===== src/rtl/lpfn_pkg.sv =====
// Shared constants and helpers for the lpfn low-pass filter slice.
// Default data widths, the smoothing-shift width and the lock counter
// width calculation live here so the top and the lock detector agree.
package lpfn_pkg;

  localparam int IN_W_DEF     = 3;
  localparam int FRAC_W_DEF   = 11;
  localparam int OUT_FRAC_DEF = 5;
  localparam int K_W          = 4;

  // Bits needed to count from 0 up to lock_cnt inclusive (at least 1).
  function automatic int lock_cnt_width(input int lock_cnt);
    int w;
    w = $clog2(lock_cnt + 1);
    return (w < 1) ? 1 : w;
  endfunction

endpackage


===== src/rtl/lpfn_lock_det.sv =====
// Settle/lock detector for the lpfn filter.
// Counts consecutive updates whose pre-update error magnitude, expressed in
// output LSBs, stays within LOCK_TH. The counter saturates at LOCK_CNT and
// locked is the registered "counter full" flag. A clear (load) or a
// non-qualifying update restarts the count; idle cycles hold it.
module lpfn_lock_det
  import lpfn_pkg::*;
#(
  parameter int ERR_W    = 15,
  parameter int FRAC_W   = FRAC_W_DEF,
  parameter int OUT_FRAC = OUT_FRAC_DEF,
  parameter int LOCK_TH  = 1,
  parameter int LOCK_CNT = 8
) (
  input  logic                    clk,
  input  logic                    rst,
  input  logic signed [ERR_W-1:0] err,
  input  logic                    upd,
  input  logic                    clr,
  output logic                    locked
);

  localparam int CW = lock_cnt_width(LOCK_CNT);
  localparam logic [CW-1:0] CNT_MAX = CW'(LOCK_CNT);

  logic [ERR_W-1:0] err_mag;
  logic [ERR_W-1:0] err_lsb;
  logic             in_th;
  logic [CW-1:0]    cnt_reg;
  logic [CW-1:0]    cnt_next;
  logic             locked_reg;

  // The most negative error still fits as an unsigned magnitude in ERR_W bits.
  assign err_mag = err[ERR_W-1] ? $unsigned(-err) : $unsigned(err);
  assign err_lsb = err_mag >> (FRAC_W - OUT_FRAC);
  assign in_th   = (err_lsb <= ERR_W'(LOCK_TH));

  // Next count: clear wins, qualifying updates count up to saturation.
  always_comb begin
    cnt_next = cnt_reg;
    if (clr) begin
      cnt_next = '0;
    end else if (upd) begin
      if (!in_th)
        cnt_next = '0;
      else if (cnt_reg != CNT_MAX)
        cnt_next = cnt_reg + 1'b1;
    end
  end

  // Counter and registered lock flag.
  always_ff @(posedge clk) begin
    if (rst) begin
      cnt_reg    <= '0;
      locked_reg <= 1'b0;
    end else begin
      cnt_reg    <= cnt_next;
      locked_reg <= (cnt_next == CNT_MAX);
    end
  end

  assign locked = locked_reg;

endmodule


===== src/rtl/lpfn_param.sv =====
// First-order IIR low-pass filter (exponential moving average), alpha = 2^-k.
// The accumulator holds IN_W integer and FRAC_W fractional bits; avgn is the
// truncated top slice of it. load presets the accumulator and beats a
// simultaneous sample. Optional lock detector: define LPFN_LOCK_DET_EN,
// otherwise locked is tied low.
module lpfn_param
  import lpfn_pkg::*;
#(
  parameter int IN_W     = IN_W_DEF,
  parameter int FRAC_W   = FRAC_W_DEF,
  parameter int OUT_FRAC = OUT_FRAC_DEF,
  parameter int INIT     = 3,
  parameter int LOCK_TH  = 1,
  parameter int LOCK_CNT = 8
) (
  input  logic                     clk,
  input  logic                     rst,
  input  logic                     in_valid,
  input  logic [IN_W-1:0]          n,
  input  logic [K_W-1:0]           k,
  input  logic                     load,
  input  logic [IN_W-1:0]          load_val,
  output logic [IN_W+OUT_FRAC-1:0] avgn,
  output logic                     out_valid,
  output logic                     locked
);

  localparam int ACC_W = IN_W + FRAC_W;
  localparam int ERR_W = ACC_W + 1;
  localparam logic [ACC_W-1:0] ACC_RST = ACC_W'(INIT) << FRAC_W;

  // Reject configurations the datapath slicing cannot represent.
  if (OUT_FRAC < 1 || OUT_FRAC > FRAC_W || LOCK_CNT < 1 || LOCK_TH < 0) begin : g_bad_cfg
    $error("lpfn_param: invalid OUT_FRAC / LOCK_CNT / LOCK_TH configuration");
  end

  logic [ACC_W-1:0]        acc_reg;
  logic [ACC_W-1:0]        acc_next;
  logic [ACC_W-1:0]        acc_upd;
  logic signed [ERR_W-1:0] err;
  logic signed [ERR_W-1:0] err_sh;
  logic                    out_valid_reg;

  // One extra sign bit keeps the difference exact in both directions.
  assign err    = $signed({1'b0, n, {FRAC_W{1'b0}}}) - $signed({1'b0, acc_reg});
  assign err_sh = err >>> k;
  // The step never leaves [acc, n<<FRAC_W], so dropping the sign bit is safe.
  assign acc_upd = ACC_W'($signed({1'b0, acc_reg}) + err_sh);

  // Accumulator next state: load beats a sample, idle holds.
  always_comb begin
    acc_next = acc_reg;
    if (load)
      acc_next = {load_val, {FRAC_W{1'b0}}};
    else if (in_valid)
      acc_next = acc_upd;
  end

  // Accumulator and output strobe registers.
  always_ff @(posedge clk) begin
    if (rst) begin
      acc_reg       <= ACC_RST;
      out_valid_reg <= 1'b0;
    end else begin
      acc_reg       <= acc_next;
      out_valid_reg <= in_valid | load;
    end
  end

  assign avgn      = acc_reg[ACC_W-1:FRAC_W-OUT_FRAC];
  assign out_valid = out_valid_reg;

`ifdef LPFN_LOCK_DET_EN
  lpfn_lock_det #(
    .ERR_W    (ERR_W),
    .FRAC_W   (FRAC_W),
    .OUT_FRAC (OUT_FRAC),
    .LOCK_TH  (LOCK_TH),
    .LOCK_CNT (LOCK_CNT)
  ) u_lock_det (
    .clk    (clk),
    .rst    (rst),
    .err    (err),
    .upd    (in_valid & ~load),
    .clr    (load),
    .locked (locked)
  );
`else
  assign locked = 1'b0;
`endif

endmodule

===== config.mk =====
export PLATFORM = sky130hd
export DESIGN_NAME = lpfn_param
export DESIGN_NICKNAME = d
export VERILOG_FILES = /design/src/rtl/lpfn_pkg.sv /design/src/rtl/lpfn_lock_det.sv /design/src/rtl/lpfn_param.sv
export SDC_FILE = /design/constraint.sdc
export NUM_CORES = 1
export LEC_CHECK = 0
export CAP_MARGIN = 20
export CORE_MARGIN = 5
export CORE_UTILIZATION = 50
export CTS_BUF_LIST = sky130_fd_sc_hd__clkbuf_2 sky130_fd_sc_hd__clkbuf_4 sky130_fd_sc_hd__clkbuf_8
export CTS_CLUSTER_DIAMETER = 40
export DETAILED_ROUTE_END_ITERATION = 8
export HOLD_SLACK_MARGIN = 0.03
export PLACE_DENSITY = 0.83
export SETUP_SLACK_MARGIN = 0.05
export SYNTH_ARGS = -nofsm -noshare
export SYNTH_HDL_FRONTEND = slang
export SYNTH_SLANG_ARGS = --single-unit

===== constraint.sdc =====
create_clock -name clk -period 4.4 [get_ports clk]
set_input_delay 0.88 -clock clk [delete_from_list [all_inputs] [get_ports clk]]
set_output_delay 0.88 -clock clk [all_outputs]
set_load 0.02 [all_outputs]

Yosys cells after proc, flatten, opt, wreduce, memory -nomap -nowiden:

Index checks and enable logic that the tools add are counted.

* bitwise logic cells: 1
* reduce and logical (&&, ||, !) cells: 2
* $add $sub $neg: 2
* shifts and indexed selects: 1
* muxes and demuxes: 2

Operator list (number)
* 14-bit 2-to-1 mux: 2
* 15-bit by 4-bit >>> shifter with 14-bit output: 1
* 14-bit by 14-bit subtractor with 15-bit output: 1
* 14-bit adder: 1
* 2-bit nonzero test: 1
* 2-bit OR reduction: 1
* 1-bit OR: 1

* word-level logic and storage cells: 11
* output and inout port bits: 10
* input bits: 14
* register bits: 15

Depth between registers and ports, before layout:

Gate-level depths: netlist of the first run.

* depth in word-level cells: 5
* depth in mapped cells: 18
* mapped depth without buffers: 16

Worst setup path before layout of the first run:

Ideal clock, no wire load.

* path kind: input port to flip-flop
* start: input n[0]
* end: register acc_reg[11]
* buffers on the path: 1
* required time: 4.277 ns
* stages: 15
* arrival time: 4.562 ns
* setup slack: -0.285 ns
* cell sequence: ha_1 -> or4b_1 -> or4_4 -> and3_4 -> buf_6 -> or2_1 -> a2111o_1 -> a32oi_1 -> ha_1 -> nand3_1 -> o211ai_1 -> and3_1 -> or3_1 -> a311oi_1 -> o21bai_1

* longest elaborated chain between the ends: 5

Ends and longest elaborated chain
* from (decl): line lpfn_param.sv:19 `input logic [IN_W-1:0] n,`
* 14-bit by 14-bit subtractor with 15-bit output: line lpfn_param.sv:45 `assign err = $signed({1'b0, n, {FRAC_W{1'b0}}}) - $signed({1'b0, acc_reg});`
* 15-bit by 4-bit >>> shifter with 14-bit output: line lpfn_param.sv:46 `assign err_sh = err >>> k;`
* 14-bit adder: line lpfn_param.sv:48 `assign acc_upd = ACC_W'($signed({1'b0, acc_reg}) + err_sh);`
* 14-bit 2-to-1 mux: line lpfn_param.sv:55 `else if (in_valid)`
* 14-bit 2-to-1 mux: line lpfn_param.sv:53 `if (load)`
* to (signal assigned): line lpfn_param.sv:65 `acc_reg <= acc_next;`
* to (decl): line lpfn_param.sv:37 `logic [ACC_W-1:0] acc_reg;`

No other way between the ends. The select of a mux whose other input is x is not followed.
A chain may end at the register's enable or synchronous reset.

Worst setup path after layout of the first run:

* start: input n[0]
* end: register acc_reg[13]

The elaborated chain is that of the path after synthesis.

==> results by group, run 1 <==
Synth
  • Syn_area_per_cell: around 7 um^2
  • Yosys warns: 0
  • Syn Std Cell Area: 2544 um^2
  • Syn_nets: 395
  • Largest area contributor in the netlist: dfxtp_1
  • FFs w/ async S/R, synth: 0
  • Yosys cell types: 70
  • Seq/Total Area, Yosys: 0.1181
  • Post-synth EDFFs: 0
  • Post-synth top flop: dfxtp_1
  • Synthesis-stage register bit count: 15
  • Top cell type's share of synthesized area: 0.1181
  • Cells after synthesis: 363
  • Synth area leaders: dfxtp_1, ha_1, o21ai_0

Worst setup path
  • Critical Path AT: 4.81 ns
  • CP max FO: 5
  • Endpoint type of the worst setup path: flip-flop
  • Critical path type: in2reg
  • Worst flop-to-flop path startpoint: acc_reg[11]
  • Crit path from: n[0]
  • Startpoint types: input port
  • Worst EP required: 4.60 ns

Final layout
  • Layout cells sized above 1: 0.2723
  • Fillers: around 410
  • Area delta synth->final: 35.91%
  • Fin nets: around 460
  • Antenna fix cells: 0
  • Largest register FFs: 14

Floorplanning
  • Initial Utilization: 0.5077
  • Die Area: around 6600 um^2
  • IO Count: 24
  • Cell Rows: 26
  • Core box area: 5010 um^2
  • Die span in x: 81.33 um
  • Die H: a little over 80 um

Route
  • Vias/cell: 6.516
  • Max Used Layer: met4
  • Wire length on met2: 4835 um
  • Initial drt markers: 318
  • Vias: 3232
  • DR pass1 iterations: 5
  • Met3 Wirelength: roughly 580 um
  • DRC Markers: 0
  • Met1 wire length: 3925 um
  • WL/cell: 19.27 um
  • Antenna Nets Post-Route: 0
  • Post-Route WL: 9556 um

Global routing
  • Largest net degree at the start of global routing: 22
  • Vias in the first global route: 2987
  • Initial antenna violation count: 0
  • GRT overflow: 0
  • First-pass GRT wire length: 14680 um
  • Tot GR Track Use: 0.2851

Clock network
  • Clock Sink Count: 15
  • Post-CTS Hold Fix Bufs: 0
  • Clk_lat worst skew: 0.26 ns
  • CTS tree: done
  • CTS Buf Count: 3
  • Root Buffer: clkbuf_8
  • Max Root-Sink Buffers: 2
  • Max H-tree Level: 1
  • Reg clk slew, reported paths: 0.07 ns

Timing
  • WHS: 0.6260 ns
  • Slew headroom: 0.3518
  • Final count of hold timing violations: 0
  • RSZ-0062 raised after global routing: true
  • Tightest Pin Transition: 0.9692 ns
  • Max-slew violation count: 0
  • Final worst path period share: 1.047
  • Setup Skew: approximately 0.0035 ns
  • Setup violations, final: 7
  • Final min period: 4.605 ns
  • Setup ws final: -0.2053 ns
  • Max Fclk: 217.1 MHz

Run status
  • Failing checks: negative setup slack
  • Outcome: finished with violations

Pwr
  • Peak VDD IR: ~0.28 mV
  • Total power draw: 1.247 mW
  • Leakage: 1.494 nW
  • Power Dens Cells: around 360 nW/um^2

Placement
  • Port buffer count: 22
  • Placer congestion estimate: 0.9451
  • Detailed Place HPWL: a little under 7000 um

Hold path
  • Hold path start: acc_reg[8]
  • Hold WC Path Type: reg2reg

Flow run
  • Max cap viols: 0
-- cell usage in the layout (no fill, tap or decap), types with 4 or more instances in the layout --
| cell | n |
|---|---|
| buf_4 | 71 |
| nor2_1 | 25 |
| a21oi_1 | 20 |
| clkdlybuf4s50_1 | 20 |
| o21ai_0 | 19 |
| nand2_1 | 18 |
| inv_1 | 15 |
| dfxtp_1 | 15 |
| nor3_1 | 14 |
| ha_1 | 14 |
| nand3_1 | 13 |
| nor4_1 | 11 |
| o211ai_1 | 8 |
| mux2i_1 | 8 |
| or3_1 | 7 |
| xnor2_1 | 7 |
| o21ai_1 | 7 |
| nand2b_1 | 6 |
| and3_1 | 6 |
| a21oi_2 | 5 |
| a211oi_1 | 5 |
| o32ai_1 | 5 |
| or2_2 | 4 |
| or4_1 | 4 |
| xor2_1 | 4 |
| o31ai_1 | 4 |
| o2111ai_1 | 4 |
| a21o_1 | 4 |
| o21bai_1 | 4 |
-- cell usage after synthesis, drive strengths merged (3+ instances only) --
| cell type | count |
|---|---|
| a211o | 3 |
| nand2 | 18 |
| o2111ai | 4 |
| o31ai | 4 |
| or4 | 5 |
| mux2i | 8 |
| nand2b | 6 |
| xor2 | 4 |
| o311ai | 3 |
| clkbuf | 25 |
| or2 | 5 |
| xnor2 | 9 |
| a21oi | 25 |
| o21ai | 27 |
| inv | 15 |
| o221ai | 4 |
| nor2 | 26 |
| o21bai | 4 |
| buf | 11 |
| or3 | 8 |
| a32oi | 3 |
| dfxtp | 15 |
| o32ai | 6 |
| a211oi | 7 |
| a21o | 4 |
| and3 | 7 |
| ha | 17 |
| nand3 | 14 |
| nor3 | 14 |
| o211ai | 8 |
| nor4 | 11 |
| o22ai | 4 |
-- power by group --
group          internal [mW]  switching [mW]  total (mW)
sequential             0.150          0.0181       0.168
clock                 0.0630          0.0544       0.117
combinational          0.458           0.504       0.962
-- path summary, 6_finish.rpt --
| kind | to | slack (ns) | cells after the start |
|---|---|---|---|
| worst min-delay path | acc_reg[8] | 0.63 | 2 |
| worst max register to register | acc_reg[13] | 0.01 | 17 |
| worst min register to register | acc_reg[8] | 0.63 | 2 |
| worst max-delay path | acc_reg[13] | -0.21 | 17 |
-- worst max-delay path, stage by stage --
cell and delay [ns]:
buf_8 0.10, ha_4 0.25, or4b_4 0.46, or4_4 0.45, and3_4 0.19, nor3_1 0.22, o21ai_0 0.13, buf_4 0.16
a32oi_2 0.28, ha_1 0.29, a21oi_1 0.21, o211ai_1 0.16, and3_1 0.21, buf_4 0.14, o211a_1 0.23, a2111oi_2 0.29
nand3b_1 0.15
-- layer usage --
metal / vias to the layer above / global-route usage
li1: 1518 / -
met2: 146 / 0.4984
met4: 0 / 0.09628
met5: - / 0
met1: 1545 / 0.3660
met3: 23 / 0.02106
-- through the flow --
stage	instance area, um^2	TNS (ns)	utilization	std cells	setup WS [ns]
3_5_place_dp	3223	-6.828	0.6434	488	-0.7776
4_1_cts	3361	-0.7634	0.6708	495	-0.1846
3_3_place_gp	3223	-6.019	0.6434	488	-0.6864
5_1_grt	3457	-1.454	0.6901	496	-0.2833
6_report	3457	-0.6364	0.6901	496	-0.2053
2_1_floorplan	2575	-0.1909	-	363	-0.1404
-- what timing repair did --
item | CTS | global route
buffers inserted | 3 | 3
resized for setup | 27 | 23
pin swaps | 26 | 23
endpoints found under the setup margin | 11 | 11
-- cells by family after synthesis --
group,count (synthesis),synth area share
other cells,1,0.001474
mux,9,0.03591
compound gates,128,0.3468
flops,15,0.1181
buf+inv,53,0.09493
fa+ha+maj,18,0.09149
simple gates,126,0.2666
xor+xnor,13,0.04476
-- layout make-up --
type | instances | area, um^2 | share of cell area
clock inverters | 1 | 5.005 | 0.001448
multi-input cells | 295 | 2177 | 0.6298
flip-flops and latches | 15 | 300.3 | 0.08686
inverters | 17 | 63.81 | 0.01846
repair buffers | 95 | 782.0 | 0.2262
well taps | 70 | 87.58 | 0.02533
clock buffers | 3 | 41.29 | 0.01194
No activity file was read; power rests on OpenSTA's default activity.
==> inputs of run 2 (changes only) <==
Clock period 4.4 ns to 3.9 ns, I/O delays scaled along.
==> results by group, run 2 (synthesis results as in run 1) <==
Run status
  • Outcome: finished with violations
  • Failing checks: negative setup slack

Clock network
  • CTS Buf Count: 3
  • Max H-tree Level: 1
  • Clk_lat worst skew: 0.26 ns
  • Clock Sink Count: 15
  • Root Buffer: clkbuf_8
  • CTS tree: done
  • Reg clk slew, reported paths: 0.07 ns
  • Max Root-Sink Buffers: 2

Final layout
  • Layout Cells excl Fill: 529
  • Area delta synth->final: 48.16%
  • Layout cells sized above 1: 0.3420
  • Most frequent cells in the layout: buf_4, nor2_1, a21oi_1
  • Most common cell after layout, fill and taps aside: buf_4
  • Antenna fix cells: 0
  • Final Core Density: 0.7522
  • Largest register FFs: 14
  • Fillers: 375
  • Fin nets: 492

Timing
  • Final count of hold timing violations: 0
  • Setup violations, final: 11
  • RSZ-0062 raised after global routing: true
  • Tightest Pin Transition: 0.9438 ns
  • Final worst path period share: 1.132
  • Setup ws final: -0.5152 ns
  • WHS: 0.6934 ns
  • Setup Skew: 0.004083 ns
  • Max Fclk: approximately 230 MHz
  • Setup TNS: -3.935 ns
  • Max-slew violation count: 0
  • Slew headroom: 0.3689
  • Final min period: approximately 4.4 ns

Pwr
  • Sw Ratio: 0.4445
  • Sequential share of power: 0.118
  • Leakage: 1.669 nW
  • Peak VDD IR: 0.3187 mV
  • Clk network pwr share: 0.092
  • Pint: 845.1 uW
  • Power Dens Cells: slightly above 400 nW/um^2
  • Gate power share: 0.790
  • Sw power: 676.1 uW

Worst setup path
  • Startpoint types: input port
  • Critical Path AT: 4.56 ns
  • Slowest stage delay, CP: around 0.45 ns
  • Worst R2R Path Depth: 16
  • Worst r2r dst: acc_reg[11]
  • CP max FO: 4
  • Worst EP required: between 4 and 5 ns
  • Critical path type: in2reg
  • Endpoint type of the worst setup path: flip-flop
  • Crit path from: n[0]
  • Slowest CP cell: or4b_4
  • Worst flop-to-flop path startpoint: acc_reg[11]
  • Reg2Reg Setup Slack: -0.33 ns
  • CP dominant cell by count: and3_4
  • Critical-path cell list: buf_6, ha_4, or4b_4, or4_4, and3_4, nor3_1, o21ai_0, buf_4, a32oi_2, ha_1, a21oi_1, o211ai_1, and3_4, or3_1, a311oi_1, o21bai_1

Route
  • Antenna Nets Post-Route: 0
  • Vias: 3408
  • WL/cell: ~19 um
  • Post-Route WL: 9913 um
  • Vias/cell: roughly 6.4
  • Initial drt markers: 303
  • DRC Markers: 0
  • DR pass1 iterations: 5

Global routing
  • Tot GR Track Use: 0.2983
  • Largest net degree at the start of global routing: 22
  • Vias in the first global route: 3189
  • Initial antenna violation count: 0
  • First-pass GRT wire length: roughly 15000 um
  • GRT overflow: 0

Hold path
  • Hold WC Path Type: reg2reg
  • Hold Path Depth: 3
  • Hold endpoint: acc_reg[9]
  • Hold path start: acc_reg[9]

Placement
  • Port buffer count: 22
  • Detailed Place HPWL: 7071 um
  • Placer congestion estimate: 0.9867
  • Placed Cells: a little over 500

Floorplanning
  • Core box area: 5010 um^2
  • Die span in x: 81.33 um
  • Cell Rows: 26
  • Die Area: 6614 um^2
  • Die H: 81.33 um
  • IO Count: 24
  • Initial Utilization: 0.5077

Flow run
  • Max cap viols: 0
-- run 2: cell count changes in the layout (fill, tap and decap cells not counted), moves of 2 or more --
| cell | previous run | this run |
|---|---|---|
| buf_6 | 3 | 6 |
| o21ai_2 | 0 | 2 |
| a21oi_2 | 5 | 3 |
| buf_4 | 71 | 102 |
-- run 2: metal layers --
| layer | routed length [um] | up-vias | GRT usage |
|---|---|---|---|
| met5 | 0 | - | 0 |
| met4 | 398 | 0 | 0.1166 |
| met3 | 695 | 42 | 0.03991 |
| met2 | 4952 | 192 | 0.5309 |
| met1 | 3867 | 1600 | 0.3585 |
| li1 | - | 1574 | - |
-- run 2: repair_timing --
action                                  CTS  global route
pin swaps                                33            24
gates resized for setup                  34            26
endpoints found under the hold margin     0             0
hold buffers                              0             0
setup buffers                             6             4
endpoints found under the setup margin   13            12
-- run 2: metrics by stage --
step                area (um^2)  setup slack (ns)  power [mW]
floorplan                  2575           -0.5401      0.7743
global placement           3456            -1.122       1.175
detailed placement         3456            -1.224       1.204
CTS                        3631           -0.5869       1.406
global route               3769           -0.6136       1.612
finish                     3769           -0.5152       1.521
-- run 2: area by class of cell --
cell class              instances  area (um^2)  area share
repair buffers                128         1033      0.2742
inverters                      17        63.81     0.01693
clock buffers                   4        48.80     0.01295
well taps                      70        87.58     0.02324
multi-input cells             295         2235      0.5930
flip-flops and latches         15        300.3     0.07968
-- run 2: worst max-delay path by stage --
stage | depth (start not counted) | slack (ns) | to
after global placement | 16 | -1.12 | acc_reg[11]
after detailed placement | 15 | -1.22 | acc_reg[13]
after global routing | 15 | -0.61 | acc_reg[11]
final | 16 | -0.52 | acc_reg[11]
after floorplan | 15 | -0.54 | acc_reg[11]
after CTS | 15 | -0.59 | acc_reg[11]
-- run 2: power groups by stage --
| stage | combinational, mW | clock (mW) | sequential, mW |
|---|---|---|---|
| floorplan | 0.586 | 0 | 0.188 |
| global placement | 0.992 | 0 | 0.182 |
| detailed placement | 1.02 | 0 | 0.183 |
| CTS | 1.09 | 0.137 | 0.179 |
| global route | 1.28 | 0.146 | 0.182 |
| finish | 1.20 | 0.140 | 0.180 |
-- run 2: critical path, delay by kind of cell --
kind / cells / cell delay (ns)
AND/OR/NAND/NOR: 6 / 1.79
AO/OA/AOI/OAI: 6 / 1.17
adder cells (fa/ha/maj): 2 / 0.55
buffers and inverters: 2 / 0.25
